## config.mk

```make
export PLATFORM = sky130hd
export DESIGN_NAME = stream_width_downsizer
export DESIGN_NICKNAME = d
export VERILOG_FILES = /design/src/rtl/stream_width_downsizer.sv
export SDC_FILE = /design/constraint.sdc
export NUM_CORES = 1
export LEC_CHECK = 0
export ABC_AREA = 1
export CORE_MARGIN = 8
export CORE_UTILIZATION = 47
export CTS_CLUSTER_SIZE = 30
export DETAILED_ROUTE_END_ITERATION = 10
export PLACE_DENSITY_LB_ADDON = 0.08
export SLEW_MARGIN = 10
export SYNTH_ARGS = -nofsm -noshare
export SYNTH_HDL_FRONTEND = slang
export SYNTH_SLANG_ARGS = --single-unit
```

## constraint.sdc

```tcl
create_clock -name i_clk -period 5.05 [get_ports i_clk]
set_clock_uncertainty 0.2 [all_clocks]
set_input_delay 0.505 -clock i_clk [delete_from_list [all_inputs] [get_ports i_clk]]
set_output_delay 0.505 -clock i_clk [all_outputs]
set_load 0.02 [all_outputs]
```

## src/rtl/stream_width_downsizer.sv

```systemverilog
// Valid/ready serializer: takes one IW-bit word per upstream handshake and emits it
// as IW/OW registered OW-bit beats, with full throughput on back-to-back words.
module stream_width_downsizer #(
  parameter int unsigned IW            = 32,
  parameter int unsigned OW            = 8,
  parameter bit          OPT_LSB_FIRST = 1'b1,
  parameter bit          OPT_INITIAL   = 1'b1
) (
  input  logic          i_clk,
  input  logic          i_reset,
  input  logic          i_valid,
  output logic          o_ready,
  input  logic [IW-1:0] i_data,
  input  logic          i_last,
  output logic          o_valid,
  input  logic          i_ready,
  output logic [OW-1:0] o_data,
  output logic          o_last
);

  localparam int unsigned RATIO = IW / OW;
  localparam int unsigned CW    = (RATIO > 1) ? $clog2(RATIO) : 1;
  localparam logic [CW-1:0] LAST_CNT = CW'(RATIO - 1);

  if ((OW > IW) || ((IW % OW) != 0)) begin : g_bad_params
    $error("stream_width_downsizer: IW must be a non-zero integer multiple of OW");
  end

  // Power-up values only matter for simulation/formal; i_reset is the real reset.
  localparam logic INIT_BIT = OPT_INITIAL ? 1'b0 : 1'bx;

  logic          valid_q = INIT_BIT;
  logic          r_last  = INIT_BIT;
  logic [CW-1:0] cnt     = {CW{INIT_BIT}};
  logic [IW-1:0] sreg;

  logic cnt_final;
  logic up_accept;
  logic dn_accept;

  assign cnt_final = (cnt == LAST_CNT);
  // i_ready -> o_ready is deliberate: the next word loads on the final beat's handshake.
  assign o_ready   = !valid_q || (i_ready && cnt_final);
  assign up_accept = i_valid && o_ready;
  assign dn_accept = valid_q && i_ready;

  // NOTE: sequential state uses non-blocking assignments so every register samples
  // pre-edge values; blocking here would create order-dependent simulation races.
  always_ff @(posedge i_clk) begin
    if (i_reset) begin
      valid_q <= 1'b0;
      cnt     <= '0;
      r_last  <= 1'b0;
    end else if (up_accept) begin
      valid_q <= 1'b1;
      cnt     <= '0;
      r_last  <= i_last;
    end else if (dn_accept) begin
      if (cnt_final) begin
        valid_q <= 1'b0;
        cnt     <= '0;
      end else begin
        cnt <= cnt + 1'b1;
      end
    end
  end

  // NOTE: the shift register is pure datapath and is deliberately left out of reset;
  // o_valid gates its meaning, so clearing it would only cost reset fan-out.
  always_ff @(posedge i_clk) begin
    if (up_accept) begin
      sreg <= i_data;
    end else if (dn_accept && !cnt_final) begin
      if (OPT_LSB_FIRST) sreg <= sreg >> OW;
      else               sreg <= sreg << OW;
    end
  end

  assign o_valid = valid_q;
  assign o_last  = valid_q && r_last && cnt_final;

  if (OPT_LSB_FIRST) begin : g_lsb
    assign o_data = sreg[OW-1:0];
  end else begin : g_msb
    assign o_data = sreg[IW-1:IW-OW];
  end

endmodule
```

==> results.md <==
- Final min period: 2930 ps
- Setup bufs post-CTS: 0
- Clock transition at path regs: about 90 ps
- Root Buffer: clkbuf_4
- Detailed placement HPWL: 2070 microns
- Tcrit/Tclk final: 58.0%
- Core Area: 3360 sq um
- Post-synthesis async set-or-reset flop share: 0%
- Antenna violations before repair: 0
- Worst slew pin tran: roughly 1000 ps
- Flop pwr share: between 50% and 60%
- Via/cell ratio: 4.59
- Leak: between 0.8 and 0.9 nW
- Die ar.: between 5000 and 6000 sq um
- Number of max-cap violations: 0
- Data required, critical path: 4350 ps
- Slew Limit Fails: 0
- EDFF count, synth: 32
- Via count: 1,156
- Fin. Hold Viols: 0
- Sw Share: 24.7%
- CTS buffer count: 5
- Cells after Synth: between 150 and 200
- Final setup margin: roughly 2100 ps
- Clock power share: 21.7%
- Combinational cell fraction of total power: 18.4%
- CP endpoint kind: primary output
- Hold wc startpoint: r_last
- RSZ-0062 raised after global routing: no
- Synth Cell Area: 1670 sq um
- # IOs: 48
- Std cell rows: 21
- Layout cells sized above 1: slightly below 5%
- Status: finished, final reports clean
- Area contributors post-synth: edfxtp_1, nand2_1, nand3_1, buf_4, dfxtp_1
- Hold Crit Class: reg2reg
- Seq/Total Area, Yosys: 62.4%
- Dpl ws: 2120 ps
- Design area: approximately 2100 sq um
- Final setup viols: 0
- Clk buf depth: 2
- Finished Layout Cells: 252
- Synth cell count leaders: nand2_1, edfxtp_1, nand3_1
- R2R Path End: sreg[25]
- Netlist cell types: 15
- Final TNS setup: 0 ps
- Final nets: 244
- Residual DRC: 0
- Worst hold path stage count: 2
- Yosys reg bits: 36
- Post-Synthesis Net Count: 206
- Number of global-route vias before repair: 1,169
- Crit path max fanout: 29
- Int Power: 0.000467 W
- Antenna diodes: 0
- Final GP Congestion: 0.709
- Fmax: roughly 340 MHz
- Hold endpoint: r_last
- CTS sink cnt: 36
- Yosys warns: 0
- Worst EP arrival: 2220 ps
- Slew headroom: 32.2%
- Reg2Reg Setup Slack: ~2800 ps
- Routed WL per cell: 12.2 microns
- PwrDens: 292 nW/um^2
- Max H-tree Level: 2
- Chip height: 75.6 microns
- Crit Path Class: in2out
- Synth Flop Type: edfxtp_1
- Total congestion overflow: 0
- Cells after DPL: 245
- Post-CTS Hold Buffers: 0
- Pre-Repair DR Iteration Count: 4
- Switching pwr: 0.000153 W
- Yosys top cell by area: edfxtp_1
- Remaining antenna violation count: 0
- Util after Layout: between 60% and 70%
- PostCTS Resize Cnt: 0
- Syn-to-layout area delta: 27.2%
- Clk_lat worst skew: 330 ps
- Most frequent cell after synthesis: nand2_1
- 1st-iter DRT viols: 65
- R2R Path Start: cnt[0]
- FF-to-FF path depth: 5
- Die width: around 76 microns
- Synth top area share: between 50% and 60%
- Syn Area/Cell: 9.93 sq um
- CTS tree: done
- First-pass GRT wire length: 4840 microns
- Largest net degree at the start of global routing: 35
- CP startpoint kind: primary input
- Starting Density: 49.6%
- GRT Total Usage: a little under an eighth
- PortBufs: 47
- DP Area: about 2100 sq um
- Worst vdd ir: 0.205 mV
- Total routed wirelength: 3070 microns
[worst max-delay path, cell delays in order]
cell             delay [ps]
clkdlybuf4s50_1         500
nand2_1                  70
nand2_2                 420
clkdlybuf4s50_1         720
[state kept, by name, indices dropped and copies added, names as in the netlist]
register,flops
cnt,2
sreg,32
o_valid,1
r_last,1
[cells in the final DEF (no fill, tap or decap)]
cell	synthesis	layout
a21oi_1	1	1
clkinv_1	0	2
a21oi_2	1	1
nor2_1	12	12
o21a_1	1	1
buf_4	11	1
nand3_1	26	26
nand2_1	57	57
edfxtp_1	32	32
ha_1	1	1
inv_1	13	13
dfxtp_1	4	4
clkdlybuf4s50_1	0	47
clkbuf_4	0	5
nand2_2	2	2
o21ai_4	0	1
[through the flow]
stage | total power (W) | hold slack, ps
5_1_grt | 0.000652 | 320
6_report | 0.000621 | 297
4_1_cts | 0.000627 | 299
3_5_place_dp | 0.000494 | 274
3_3_place_gp | 0.000490 | 267
2_1_floorplan | 0.000454 | 251
[power by group through the flow]
stage                     Sequential [W]  Combinational, W  Clock (W)
after global routing            0.000375          0.000126   0.000151
after CTS                       0.000372          0.000116   0.000140
after global placement          0.000378          0.000112          0
after detailed placement        0.000379          0.000115          0
after floorplan                 0.000379         0.0000745          0
final                           0.000372          0.000114   0.000135
[area by class of cell]
class / instances / area, sq um
multi-input combinational: 102 / 452
clock inverter: 2 / 7.51
inverter: 13 / 48.8
timing repair buffer: 48 / 478
sequential: 36 / 1040
clock buffer: 5 / 37.5
tap: 46 / 57.6
fill: 295 / 1240
[logic make-up (layout without fill, tap and decap cells)]
| group | count (synthesis) | after routing | synth area share, % |
|---|---|---|---|
| AO/OA/AOI/OAI | 4 | 4 | 1.58 |
| adder cells (fa/ha/maj) | 1 | 1 | 0.750 |
| buffers and inverters | 30 | 68 | 11.2 |
| flip-flops | 36 | 36 | 62.4 |
| AND/OR/NAND/NOR | 97 | 97 | 24.1 |
[how the worst max path moves through the flow]
stage | from | to | cells after the start
5_1_grt | cnt[0] | o_ready | 4
4_1_cts | i_ready | o_ready | 4
2_1_floorplan | o_valid | sreg[0] | 2
3_3_place_gp | i_ready | o_ready | 4
6_report | i_ready | o_ready | 4
3_5_place_dp | i_ready | o_ready | 4
[metal layers]
layer | global-route usage, % | vias to the layer above | share of wire [%]
li1 | - | 617 | -
met1 | 10.5 | 496 | 39
met2 | 21.0 | 38 | 51
met3 | 4.61 | 5 | 8.4
met4 | 5.76 | 0 | 1.4
met5 | 0 | - | 0
No activity file was read; power rests on OpenSTA's default activity.
